$ cat config.mk
export PLATFORM = sky130hd
export DESIGN_NAME = rstseq04
export DESIGN_NICKNAME = d
export VERILOG_FILES = /design/src/rtl/rstseq04.sv
export SDC_FILE = /design/constraint.sdc
export NUM_CORES = 1
export LEC_CHECK = 0
export BUFFER_PORTS_ARGS = -buffer_cell sky130_fd_sc_hd__buf_2
export CORE_MARGIN = 3
export CORE_UTILIZATION = 58
export CTS_CLUSTER_DIAMETER = 30
export CTS_CLUSTER_SIZE = 24
export DETAILED_ROUTE_END_ITERATION = 12
export PLACE_DENSITY_LB_ADDON = 0.3
export SYNTH_ARGS = -nofsm -noshare
export SYNTH_HDL_FRONTEND = slang
export SYNTH_SLANG_ARGS = --single-unit
$ cat constraint.sdc
create_clock -name clk -period 6.5 [get_ports clk]
set_input_delay 1.3 -clock clk [delete_from_list [all_inputs] [get_ports clk]]
set_output_delay 1.3 -clock clk [all_outputs]
set_load 0.02 [all_outputs]
$ cat src/rtl/rstseq04.sv
// Reset sequencer: stretches the global active-low reset, then releases four clock domains in order.
// Define RSTSEQ_WDOG_EN to build in the watchdog that re-sequences on expiry.
module rstseq04 #(
    parameter int unsigned HOLD_CYC = 16,
    parameter int unsigned STEP_CYC = 8,
    parameter int unsigned WDOG_W   = 16
) (
    input  logic       clk,
    input  logic       rst,
    input  logic       swrst,
    input  logic [3:0] dommsk,
    input  logic       wdog_ena,
    input  logic       wdog_kick,
    output logic       orst_,
    output logic [3:0] rstmsk,
    output logic       rstdone,
    output logic [1:0] rstcause
);

    localparam int unsigned MAX_CYC = (HOLD_CYC > STEP_CYC) ? HOLD_CYC : STEP_CYC;
    localparam int unsigned CNT_W   = $clog2(MAX_CYC + 1);

    typedef enum logic [1:0] {
        S_HOLD = 2'd0,
        S_REL  = 2'd1,
        S_RUN  = 2'd2
    } state_t;

    state_t             state_q, state_d;
    logic [CNT_W-1:0]   cnt_q, cnt_d;
    logic [1:0]         slot_q, slot_d;
    logic [3:0]         rel_q, rel_d;
    logic               wdog_exp_c;

    logic               orst_nxt;
    logic [3:0]         msk_nxt;
    logic               done_nxt;
    logic [1:0]         cause_nxt;

`ifdef RSTSEQ_WDOG_EN
    logic [WDOG_W-1:0]  wcnt_q;

    // A kick in the expiry cycle suppresses the reset.
    assign wdog_exp_c = (state_q == S_RUN) && wdog_ena && !wdog_kick && (wcnt_q == '1);

    always_ff @(posedge clk) begin
        if (rst) begin
            wcnt_q <= '0;
        end else if ((state_q != S_RUN) || (state_d != S_RUN) || !wdog_ena || wdog_kick) begin
            wcnt_q <= '0;
        end else begin
            wcnt_q <= wcnt_q + WDOG_W'(1);
        end
    end
`else
    logic unused_wdog;

    assign wdog_exp_c  = 1'b0;
    assign unused_wdog = wdog_ena ^ wdog_kick ^ (WDOG_W == 0);
`endif

    // State, hold/step counter, slot counter and released-domain vector.
    always_ff @(posedge clk) begin
        if (rst) begin
            state_q <= S_HOLD;
            cnt_q   <= '0;
            slot_q  <= '0;
            rel_q   <= '0;
        end else begin
            state_q <= state_d;
            cnt_q   <= cnt_d;
            slot_q  <= slot_d;
            rel_q   <= rel_d;
        end
    end

    always_comb begin : next_state
        state_d = state_q;
        cnt_d   = cnt_q;
        slot_d  = slot_q;
        rel_d   = rel_q;
        if (swrst || wdog_exp_c) begin
            state_d = S_HOLD;
            cnt_d   = '0;
            slot_d  = '0;
            rel_d   = '0;
        end else begin
            case (state_q)
                S_HOLD: begin
                    if (cnt_q == CNT_W'(HOLD_CYC - 1)) begin
                        state_d = S_REL;
                        cnt_d   = '0;
                    end else begin
                        cnt_d = cnt_q + CNT_W'(1);
                    end
                end
                S_REL: begin
                    // Held domains still consume their slot so release timing never shifts.
                    if (cnt_q == CNT_W'(STEP_CYC - 1)) begin
                        cnt_d         = '0;
                        rel_d[slot_q] = 1'b1;
                        if (slot_q == 2'd3) begin
                            state_d = S_RUN;
                            slot_d  = '0;
                        end else begin
                            slot_d = slot_q + 2'd1;
                        end
                    end else begin
                        cnt_d = cnt_q + CNT_W'(1);
                    end
                end
                S_RUN: begin
                    state_d = S_RUN;
                end
                default: begin
                    state_d = S_HOLD;
                    cnt_d   = '0;
                end
            endcase
        end
    end

    always_comb begin : out_next
        orst_nxt  = 1'b0;
        msk_nxt   = 4'hF;
        done_nxt  = 1'b0;
        cause_nxt = rstcause;
        if (swrst) begin
            cause_nxt = 2'b01;
        end else if (wdog_exp_c) begin
            cause_nxt = 2'b10;
        end
        case (state_d)
            S_REL: begin
                orst_nxt = 1'b1;
                msk_nxt  = ~rel_d | dommsk;
            end
            S_RUN: begin
                orst_nxt = 1'b1;
                done_nxt = 1'b1;
                msk_nxt  = dommsk;
            end
            default: begin
                orst_nxt = 1'b0;
            end
        endcase
    end

    always_ff @(posedge clk) begin
        if (rst) begin
            orst_    <= 1'b0;
            rstmsk   <= 4'hF;
            rstdone  <= 1'b0;
            rstcause <= 2'b00;
        end else begin
            orst_    <= orst_nxt;
            rstmsk   <= msk_nxt;
            rstdone  <= done_nxt;
            rstcause <= cause_nxt;
        end
    end

endmodule

# Yosys cells after proc, flatten, opt, wreduce, memory -nomap -nowiden
# Cells that the tools add are included.
# word_totals
register_bits,20
# op_classes
n_bitwise,3
magnitude_cmp,2
addsub,2
muxes,17
reduce_logical,5
eq_ne,7
# op_table
op,n
$pmux W5 S3,1
$mux W4,3
$mux W2,5
$mux W5,2
$or A4 B4 Y4,2
$pmux W4 S2,1
$eq A2 B2 Y1 const B,3
$pmux W2 S3,1
$add A5 B1 Y5 const B,1
$eq A5 B3 Y1 const B,1
$eq A5 B4 Y1 const B,1
$eq A2 B1 Y1 const B,2
$not A4 Y4,1
$reduce_or A2 Y1,2
$lt A2 B3 Y1 const B,1
$mux W1,3
$add A2 B1 Y2 const B,1
$demux W1 S2,1
$ge A2 B1 Y1 const B,1
$logic_not A2 Y1,1
$reduce_and A2 Y1,1
$logic_and A1 B1 Y1,1

# Longest topological paths before layout
# Gate-level depths: netlist of the first run.
# depth
depth_word,11
mapped_depth,11
mapped_depth_nobuf,11

# Least setup slack after synthesis of the first run
# No wires, ideal clock.
# synth_timing
path_type,in2reg
startpoint,input port swrst
endpoint,register rstmsk[0]
setup_ns,0.079
t_arrival_ns,2.318
n_path_buf,1
path_stages,6
path_slack_ns,4.103
cell_sequence,clkbuf_1 -> a21o_1 -> ha_1 -> a21oi_1 -> a311o_1 -> o211ai_1
# synth_between
elab_chain_len,4
elab_cells_between_ends,7
cone_classes,eq/ne: 2; mux: 3; bitwise: 2
# synth_rtl
element,line_no,source
start: declaration,10,"input logic swrst,"
$mux W4,82,if (swrst || wdog_exp_c) begin
$not A4 Y4,136,msk_nxt = ~rel_d | dommsk;
$or A4 B4 Y4,136,
$pmux W4 S2 *,133,case (state_d)
end signal: assignment,157,rstmsk <= msk_nxt;
end: declaration,15,"output logic [3:0] rstmsk,"
# Every way passes the cells marked *; elsewhere a longest branch is shown, timed or not.
# A chain may end at the register's enable or synchronous reset.

# Worst setup path in the final report of the first run
# layout_timing
startpoint,register state_q[0]
endpoint,register rstmsk[0]
# layout_between
elab_chain_len,6
elab_cells_between_ends,15
cone_classes,eq/ne: 4; mux: 8; bitwise: 2; reduce/logical: 1
# layout_rtl
element,line_no,source
start: declaration,29,"state_t state_q, state_d;"
start signal: assignment,70,state_q <= state_d;
$mux W2 / $eq A2 B1 Y1 (equally long branches),"102, 88",
$mux W2 / $mux W4 (equally long branches),"99, 88",
$pmux W2 S3 / $mux W4 (equally long branches),"88, 82",
$mux W2 / $not A4 Y4 (equally long branches),"82, 136",
$eq A2 B2 Y1 (tied with other cells),133,
$pmux W4 S2 *,133,
# Marks and branches as above.

==> results of run 1 <==
-- synth_stat cells (2+ instances only) --
library cell	instances
a21oi_1	10
nand3_1	3
buf_6	2
ha_1	9
a31oi_1	6
nand2_1	4
nor3_1	2
o21ai_0	2
buf_4	3
nor2b_1	4
nor2_1	16
o211ai_1	4
a311o_1	4
dfxtp_1	20
nand2b_1	3
inv_1	5
a21o_1	2
-- power breakdown --
| part | switching [uW] | leakage [uW] | internal (uW) | total (uW) |
|---|---|---|---|---|
| clock network | 38.5 | 0.0000210 | 34.2 | 72.7 |
| logic | 5.41 | 0.000225 | 3.03 | 8.44 |
| registers | 0.761 | 0.000162 | 124 | 124 |
| total | 44.6 | 0.000408 | 161 | 205 |
-- path summary, 6_finish.rpt --
check | start | endpoint | slack [ps]
setup / recovery | state_q[0] | rstmsk[0] | 4010
hold / removal | rstcause[0] | rstcause[0] | 490
hold reg to reg | rstcause[0] | rstcause[0] | 490
setup reg to reg | state_q[0] | rstmsk[0] | 4010
-- area by class of cell --
cell class                      count  area, um^2
Multi-Input combinational cell     81       556.8
Tap cell                           16       20.02
Clock buffer                        4       36.28
Timing Repair Buffer               13       65.06
Sequential cell                    20       400.4
Fill cell                         122       479.2
Inverter                            5       18.77
-- cells in the final DEF (no fill, tap or decap), types with 3 or more instances in the layout --
cell type,Yosys,routed
inv_1,5,5
nand2_1,4,4
clkbuf_4,0,3
nand3_1,3,3
o211ai_1,4,4
dfxtp_1,20,20
nor2_1,16,16
a21oi_1,10,10
buf_2,0,13
nand2b_1,3,3
nor2b_1,4,4
a311o_1,4,4
ha_1,9,9
a31oi_1,6,6
-- state kept, by name, indices dropped and copies added, names as in the netlist --
name	cells
cnt_q	5
orst_	1
rel_q	4
rstcause	1
rstdone	1
rstmsk	4
slot_q	2
state_q	2
-- per-stage QoR --
stage                     worst slack (ps)  utilization (%)  cell area, um^2  total power [uW]
after floorplan                       4103                -             1025             133.0
after global placement                3995            67.30             1061             135.2
after detailed placement              3986            67.30             1061             135.6
after CTS                             4077            69.60             1097             207.4
after global routing                  3824            69.60             1097             212.3
final                                 4007            69.60             1097             205.4
-- worst max-delay path, delay by kind of cell (launching register included) --
kind                       cells  cell delay, ps
and+or+nand+nor                2             880
DFF                            1             470
adders and majority gates      1             260
AOI/OAI and AO/OA              4             760
-- metal layers --
metal,vias up,track usage (%)
met2,24,34.56
met4,0,6.452
met5,-,0
li1,424,-
met1,406,24.10
met3,2,4.511
-- cells by family (layout without fill, tap and decap cells) --
| group | count (synthesis) | count (layout) |
|---|---|---|
| other cells | 1 | 1 |
| mux | 1 | 1 |
| fa+ha+maj | 9 | 9 |
| flops | 20 | 20 |
| xor+xnor | 1 | 1 |
| compound gates | 32 | 32 |
| simple gates | 37 | 37 |
| buf+inv | 11 | 22 |
==> results by group, run 1 <==
Timing
  • Hold_ws: 490.5 ps
  • Max_slew headroom: 54.91%
  • Setup violations, final: 0
  • Crit share post-route: 38.36%
  • Hold Vio Cnt, Final: 0
  • RSZ-0062 raised after global routing: false
  • Clk_skew: 8.677 ps
  • Slew Limit Fails: 0
  • Worst-Margin Slew: 675.0 ps
  • Setup TNS Final: 0 ps
  • Minimum clock period: 2493 ps
  • Max Fclk: 401.1 MHz

Flow run
  • Number of max-cap violations: 0

Detailed routing
  • Drt drc: 0
  • Drt pass-1 iters: 6
  • DR WL met3: 84 um
  • WL/cell: 14.40 um
  • Avg Vias per Cell: 6.158
  • Top sig layer: met4
  • Iter 0 DRT Violations: 17
  • Routed wire length: 2001 um
  • Met2 Routed Length: 1024 um
  • Routed vias: 856
  • Wire length on met1: 869 um
  • Detail Route Antenna Nets: 0

GRT
  • Total track usage: 19.92%
  • Largest net degree at the start of global routing: 14
  • Vias in the first global route: 748
  • Gr ovfl total: 0
  • First-pass GRT wire length: 3174 um
  • Initial antenna violation count: 0

Yosys
  • Sequential share of the synthesized area: 39.07%
  • Synth cell types: 30
  • Synth Area in Adders: 10.99%
  • Synth Area in Compound Gates: 21.25%
  • Post-Syn Nets: 130
  • Largest family of logic cells by synthesized area: compound AO/OA/AOI/OAI gates
  • Syn. warnings: 0
  • Most frequently used flop master after synthesis: dfxtp_1
  • Synth Area in Simple Gates: 19.90%
  • Post-synthesis mux area share: 0.9768%
  • Leading area contributor after synthesis: dfxtp_1
  • Post-synthesis xor/xnor area fraction: 0.8547%
  • Mapped Area: 1025 um^2
  • Post-Syn Instances: 112
  • Post-synth EDFFs: 0
  • Ys async rst share: 0%
  • Flops & latches, synth: 20
  • Avg Synthesized Cell Area: 9.149 um^2
  • Top-area cell type share of the netlist area: 39.07%
  • Largest cells by area after synthesis: dfxtp_1 39%, ha_1 11%, nor2_1 5.9%

Placed design
  • Hpwl dp: 1449 um
  • Gpl congestion: 0.7370
  • Port bufs: 13
  • Placed insts: 135

Clocking
  • CTS tree: done
  • Clk buf depth: 2
  • Hold-fix buffers, CTS: 0
  • Post CTS Setup Buffer Count: 0
  • Clk_lat worst skew: 310 ps
  • H-Tree Depth: 1
  • CTS Root Cell: clkbuf_4
  • Clock slew at reported path FFs: 110 ps
  • Post-CTS Resized: 0
  • TritonCTS buffer count: 3
  • Clock net sink count: 20

Die
  • Starting Density: 65.00%
  • Core area: 1577 um^2
  • I/O Pins: 17
  • Num rows: 14
  • Die height: 48.04 um
  • Die width: 48.04 um
  • Total die area: 2307 um^2

Run status
  • Outcome: complete, no violations

Pwr
  • PwrDens: 187.2 nW/um^2
  • Max VDD drop: 0.1468 mV
  • Pleak: 0.0004078 uW

Layout
  • Area growth syn-to-layout: 7.082%
  • Final cell count without fillers: 139
  • Ant. Diodes: 0
  • Nets: 142
  • Share of post-route cells with drive strength above 1: 15.45%

Worst setup path
  • CP Max Fanout: 11
  • CP Capture Type: flip-flop
  • Slowest stage delay, CP: 600 ps
  • Crit path DAT: 2680 ps
  • R2r worst-path depth: 7
  • CP startpoint kind: flip-flop
  • Crit Path Class: flip-flop to flip-flop
  • CP Data Required Time: 6680 ps
  • CP cell instances: nor2b_1 > nand2_1 > a21o_1 > ha_1 > a21oi_1 > a311o_1 > o211ai_1
  • CP max stage cell: nor2b_1

Hold path
  • Hold/Removal Path Class: flip-flop to flip-flop
  • Hold Crit Depth: 2
No activity file was read; power rests on OpenSTA's default activity.
==> inputs of run 2 (changes only) <==
CORE_UTILIZATION = 48   (was 58)
clock period = 2.1 ns   (was 6.5 ns; I/O delays follow)
==> run 2 against run 1 <==
  * Worst hold slack lost 170 ps
  * Utilization fell by 2.2 points
  * Clock skew shrank 6.3 ps
  * Die area is 18% higher
  * Register-to-register slack worse by 3900 ps
  * Worst setup slack got worse by 3900 ps
  * Routed wire length is 2.1% higher
  * First-iteration DRC count grew 65%
  * Clock power grew to 4.3 times the previous value
  * Combinational power increased to 3.9 times the previous value
  * Sequential power grew to 3.1 times the previous value
  * Critical path type unchanged
  * Largest power group unchanged
==> results by group, run 2 (synthesis gave the netlist of run 1 again) <==
Die
  • Die height: 52.21 um
  • Num rows: 16
  • Starting Density: 51.70%
  • Die width: 52.21 um
  • Core area: 1982 um^2
  • Total die area: 2725 um^2
  • I/O Pins: 17

Timing
  • Slew Limit Fails: 0
  • Hold Vio Cnt, Final: 0
  • Hold_ws: 324.7 ps
  • Setup violations, final: 0
  • RSZ-0062 raised after global routing: false
  • Crit share post-route: 94.85%
  • Max Fclk: 502.0 MHz
  • Minimum clock period: 1992 ps
  • Final worst slack: 108.2 ps
  • Setup TNS Final: 0 ps
  • Clk_skew: 2.420 ps

GRT
  • Initial antenna violation count: 0
  • First-pass GRT wire length: 3463 um
  • Gr ovfl total: 0
  • Total track usage: 16.99%
  • Largest net degree at the start of global routing: 14
  • Vias in the first global route: 790

Run status
  • Outcome: complete, no violations

Clocking
  • Clock net sink count: 20
  • CTS Root Cell: clkbuf_4
  • Hold-fix buffers, CTS: 0
  • Clock slew at reported path FFs: 110 ps
  • CTS tree: done
  • TritonCTS buffer count: 3
  • Clk_lat worst skew: 300 ps
  • H-Tree Depth: 1
  • Clk buf depth: 2

Detailed routing
  • WL/cell: 12.53 um
  • Routed wire length: 2043 um
  • Drt drc: 0
  • Routed vias: 902
  • Drt pass-1 iters: 4
  • Iter 0 DRT Violations: 28
  • Avg Vias per Cell: 5.534
  • Detail Route Antenna Nets: 0

Layout
  • Share of post-route cells with drive strength above 1: 36.03%
  • Fillcell total: 154
  • Ant. Diodes: 0
  • Largest registers: cnt_q x5, rel_q x4, rstmsk x4
  • Most frequent cells in the layout: 18 x dfxtp_1, 15 x nor2_1, 13 x buf_2, 13 x buf_4
  • Area growth syn-to-layout: 30.28%
  • Most common cell after layout, fill and taps aside: dfxtp_1
  • Number of flip-flops in the largest register: 5
  • Top reg by flops: cnt_q
  • Nets: 155

Worst setup path
  • Crit Path Class: flip-flop to flip-flop
  • CP cell instances: ha_4 > nand3_4 > inv_2 > ha_4 > nand2b_4 > a21o_1 > a21o_1 > ha_4 > a21oi_2 > a311o_1 > o211ai_1
  • CP Max Fanout: 5
  • CP Capture Type: flip-flop
  • CP Data Required Time: 2290 ps
  • Most common cell on crit path: ha_4
  • CP max stage cell: dfxtp_2
  • Slowest stage delay, CP: 380 ps
  • CP startpoint kind: flip-flop
  • Crit path DAT: 2180 ps

Pwr
  • PwrDens: 544.3 nW/um^2
  • Max VDD drop: 0.4345 mV
  • Overall Power: 726.7 uW
  • Pleak: 0.0004876 uW

Placed design
  • Hpwl dp: 1492 um
  • Gpl congestion: 0.7718
  • Dpl ws: -59.12 ps
  • Port bufs: 13

Flow run
  • Number of max-cap violations: 0

Hold path
  • Hold/Removal Path Class: input port to flip-flop
==> run 2: cell types whose count changed in the layout (fill, tap and decap cells not counted), sizes merged <==
cell and delta:
bufinv +1, clkbuf -1, buf +13
==> run 2: final cells by class <==
type | instances | area (um^2) | share of cell area [%]
multi-input combinational | 81 | 664.4 | 49.77
sequential | 20 | 402.9 | 30.18
tap | 27 | 33.78 | 2.530
clock inverter | 1 | 30.03 | 2.249
clock buffer | 3 | 22.52 | 1.687
inverter | 5 | 18.77 | 1.406
timing repair buffer | 26 | 162.7 | 12.18
==> run 2: final timing paths <==
path                  from        end  slack [ps]  depth (start not counted)
setup / recovery  cnt_q[0]  rstmsk[0]         110                         11
hold / removal         rst    rstdone         320                          2
setup reg to reg  cnt_q[0]  rstmsk[0]         110                         11
hold reg to reg   rel_q[3]   rel_q[3]         480                          2
==> run 2: repair_timing <==
item	CTS	global route
setup buffers	0	1
resized for setup	10	13
pin swaps	1	4
endpoints found under the setup margin	4	4
==> run 2: power by group <==
| group | internal [uW] | total (uW) | switching (uW) |
|---|---|---|---|
| Combinational | 12.4 | 32.6 | 20.2 |
| Clock | 193 | 309 | 116 |
| Sequential | 383 | 385 | 2.67 |
| Total | 588 | 727 | 139 |
==> run 2: critical path: cells and delay by family, from the launching register on <==
family | cells | cell delay (ps)
fa+ha+maj | 3 | 480
simple gates | 2 | 130
buf+inv | 1 | 70
flops | 1 | 380
compound gates | 5 | 810
==> run 2: per-stage QoR <==
stage	utilization [%]	instance area, um^2	instances
floorplan	-	1025	112
global placement	58.78	1165	158
detailed placement	58.78	1165	158
CTS	63.51	1259	162
global route	67.36	1335	163
finish	67.36	1335	163
==> run 2: metal layers <==
| metal | track usage [%] | vias to the layer above | share of wire [%] |
|---|---|---|---|
| met5 | 0 | - | 0 |
| met4 | 6.383 | 0 | 0.64 |
| met3 | 3.419 | 2 | 4.5 |
| met2 | 26.36 | 17 | 47 |
| met1 | 23.14 | 435 | 48 |
| li1 | - | 448 | - |
==> inputs of run 3 (changes only) <==
RECOVER_POWER = 100   (was default)
==> run 3 against run 2 <==
  * Routed wire length up 0.78%
  * Flip-flop and latch count unchanged
  * Clock skew up 0.96 ps
  * Critical path depth unchanged
  * Cell area down 2.2%
  * Final cell count unchanged
  * Register-to-register slack about the same
  * Non-clock buffer count unchanged
  * Utilization down 1.5 points
  * Count of clock-buffer cells in the layout unchanged
  * Die area unchanged
  * Critical path type unchanged
  * Highest routed layer unchanged
==> results by group, run 3 (synthesis gave the netlist of run 1 again) <==
Run status
  • Outcome: complete, no violations

Worst setup path
  • Worst R2R Start: cnt_q[0]
  • Worst path bufs/invs: 1
  • CP max stage cell: dfxtp_2
  • CP Max Fanout: 5
  • Reg2reg end: rstmsk[0]
  • Crit path DAT: 2180 ps
  • Crit path max-delay family: compound AO/OA/AOI/OAI gates
  • CP cell instances: ha_4 > nand3_4 > inv_2 > ha_4 > nand2b_4 > a21o_1 > a21o_1 > ha_4 > a21oi_2 > a311o_1 > o211ai_1
  • CP Capture Type: flip-flop
  • Most common cell on crit path: ha_4
  • Crit Path Class: flip-flop to flip-flop
  • Stages on the worst setup path: 11
  • CP Data Required Time: 2290 ps
  • R2R Setup Slk: 110 ps
  • CP startpoint kind: flip-flop
  • R2r worst-path depth: 11
  • Slowest stage delay, CP: 380 ps

Pwr
  • PwrDens: 555.9 nW/um^2
  • Reg power frac: 53.1%
  • Pleak: 0.0004667 uW
  • Cell Int Power: 587.7 uW
  • Sw frac: 19.07%
  • Max VDD drop: 0.4344 mV
  • Net Switching: 138.5 uW
  • Clock share of power: 42.5%
  • Gate power share: 4.4%

Placed design
  • Gpl congestion: 0.7718
  • Dpl cell area: 1165 um^2
  • Placed insts: 158
  • Port bufs: 13
  • Hpwl dp: 1492 um

Timing
  • Crit share post-route: 94.82%
  • Clk_skew: 3.381 ps
  • Setup TNS Final: 0 ps
  • Slew Limit Fails: 0
  • Hold_ws: 325.5 ps
  • Setup violations, final: 0
  • Hold Vio Cnt, Final: 0
  • RSZ-0062 raised after global routing: false
  • Max Fclk: 502.2 MHz
  • Minimum clock period: 1991 ps

Die
  • Die width: 52.21 um
  • I/O Pins: 17
  • Core area: 1982 um^2
  • Num rows: 16
  • Starting Density: 51.70%
  • Total die area: 2725 um^2
  • Die height: 52.21 um

Detailed routing
  • Drt drc: 0
  • Drt pass-1 iters: 4
  • Iter 0 DRT Violations: 27
  • Routed wire length: 2059 um
  • Routed vias: 900
  • WL/cell: 12.63 um
  • Avg Vias per Cell: 5.521
  • Detail Route Antenna Nets: 0

Clocking
  • Hold-fix buffers, CTS: 0
  • TritonCTS buffer count: 3
  • Clock slew at reported path FFs: 110 ps
  • Clk buf depth: 2
  • CTS Root Cell: clkbuf_4
  • CTS tree: done
  • Clock net sink count: 20
  • H-Tree Depth: 1
  • Clk_lat worst skew: 300 ps

Layout
  • Final cell count without fillers: 163
  • Number of flip-flops in the largest register: 5
  • Area growth syn-to-layout: 27.47%
  • Ant. Diodes: 0
  • Top reg by flops: cnt_q
  • Nets: 155
  • Most common cell after layout, fill and taps aside: dfxtp_1
  • Share of post-route cells with drive strength above 1: 29.41%
  • Largest registers: cnt_q x5, rel_q x4, rstmsk x4
  • Most frequent cells in the layout: 18 x dfxtp_1, 15 x nor2_1, 12 x buf_4, 8 x clkbuf_1, 6 x buf_2
  • Final Cell Area: 1306 um^2

GRT
  • First-pass GRT wire length: 3463 um
  • Largest net degree at the start of global routing: 14
  • Initial antenna violation count: 0
  • Total track usage: 16.99%
  • Gr ovfl total: 0
  • Vias in the first global route: 790

Hold path
  • Worst hold start: rst
  • Hold Crit Depth: 2
  • Hold/Removal Path Class: input port to flip-flop
  • WHS Endpoint: rstdone

Flow run
  • Number of max-cap violations: 0
==> run 3: cell count changes in the layout (fill, tap and decap cells not counted) <==
cell       previous run  this run
buf_2                13         6
buf_4                13        12
clkbuf_1              0         8
nand4bb_1             0         1
nand4bb_4             1         0
==> run 3: layer usage <==
layer | up-vias | GRT usage (%) | share of wire [%]
met1 | 435 | 23.14 | 47
met5 | - | 0 | 0
met3 | 2 | 3.419 | 4.1
li1 | 448 | - | -
met4 | 0 | 6.383 | 0.58
met2 | 15 | 26.36 | 48
==> run 3: through the flow <==
| step | utilization [%] | power, uW | setup WS, ps |
|---|---|---|---|
| 2_1_floorplan | - | 411.7 | 47.10 |
| 3_3_place_gp | 58.78 | 421.4 | -34.76 |
| 3_5_place_dp | 58.78 | 422.6 | -59.12 |
| 4_1_cts | 63.51 | 734.8 | 6.863 |
| 5_1_grt | 65.91 | 757.3 | 4.632 |
| 6_report | 65.91 | 726.2 | 108.8 |
==> run 3: timing repair <==
| item | 4_1_cts | 5_1_grt |
|---|---|---|
| gates resized for setup | 10 | 13 |
| setup buffers | 0 | 1 |
| setup endpoints to repair | 4 | 4 |
| endpoints found under the hold margin | 0 | 0 |
| pin swaps | 1 | 4 |
==> run 3: final cells by class <==
| class | count | area, um^2 |
|---|---|---|
| Tap cell | 27 | 33.78 |
| Clock inverter | 1 | 30.03 |
| Fill cell | 164 | 675.6 |
| Timing Repair Buffer | 26 | 150.1 |
| Inverter | 5 | 18.77 |
| Clock buffer | 3 | 22.52 |
| Sequential cell | 20 | 402.9 |
| Multi-Input combinational cell | 81 | 648.1 |
==> run 3: how the worst max path moves through the flow <==
stage	slack, ps	start	endpoint
after floorplan	50	cnt_q[0]	rstmsk[0]
after global placement	-30	cnt_q[0]	rstmsk[1]
after detailed placement	-60	cnt_q[0]	rstmsk[1]
after CTS	7	cnt_q[0]	rstmsk[3]
after global routing	5	cnt_q[0]	rstmsk[0]
final	110	cnt_q[0]	rstmsk[0]
==> run 3: power groups by stage <==
stage / Combinational (uW) / Clock, uW / Sequential (uW)
after floorplan: 17.0 / 0 / 395
after global placement: 28.6 / 0 / 393
after detailed placement: 29.7 / 0 / 393
after CTS: 30.5 / 320 / 385
after global routing: 35.3 / 336 / 386
final: 32.1 / 309 / 386
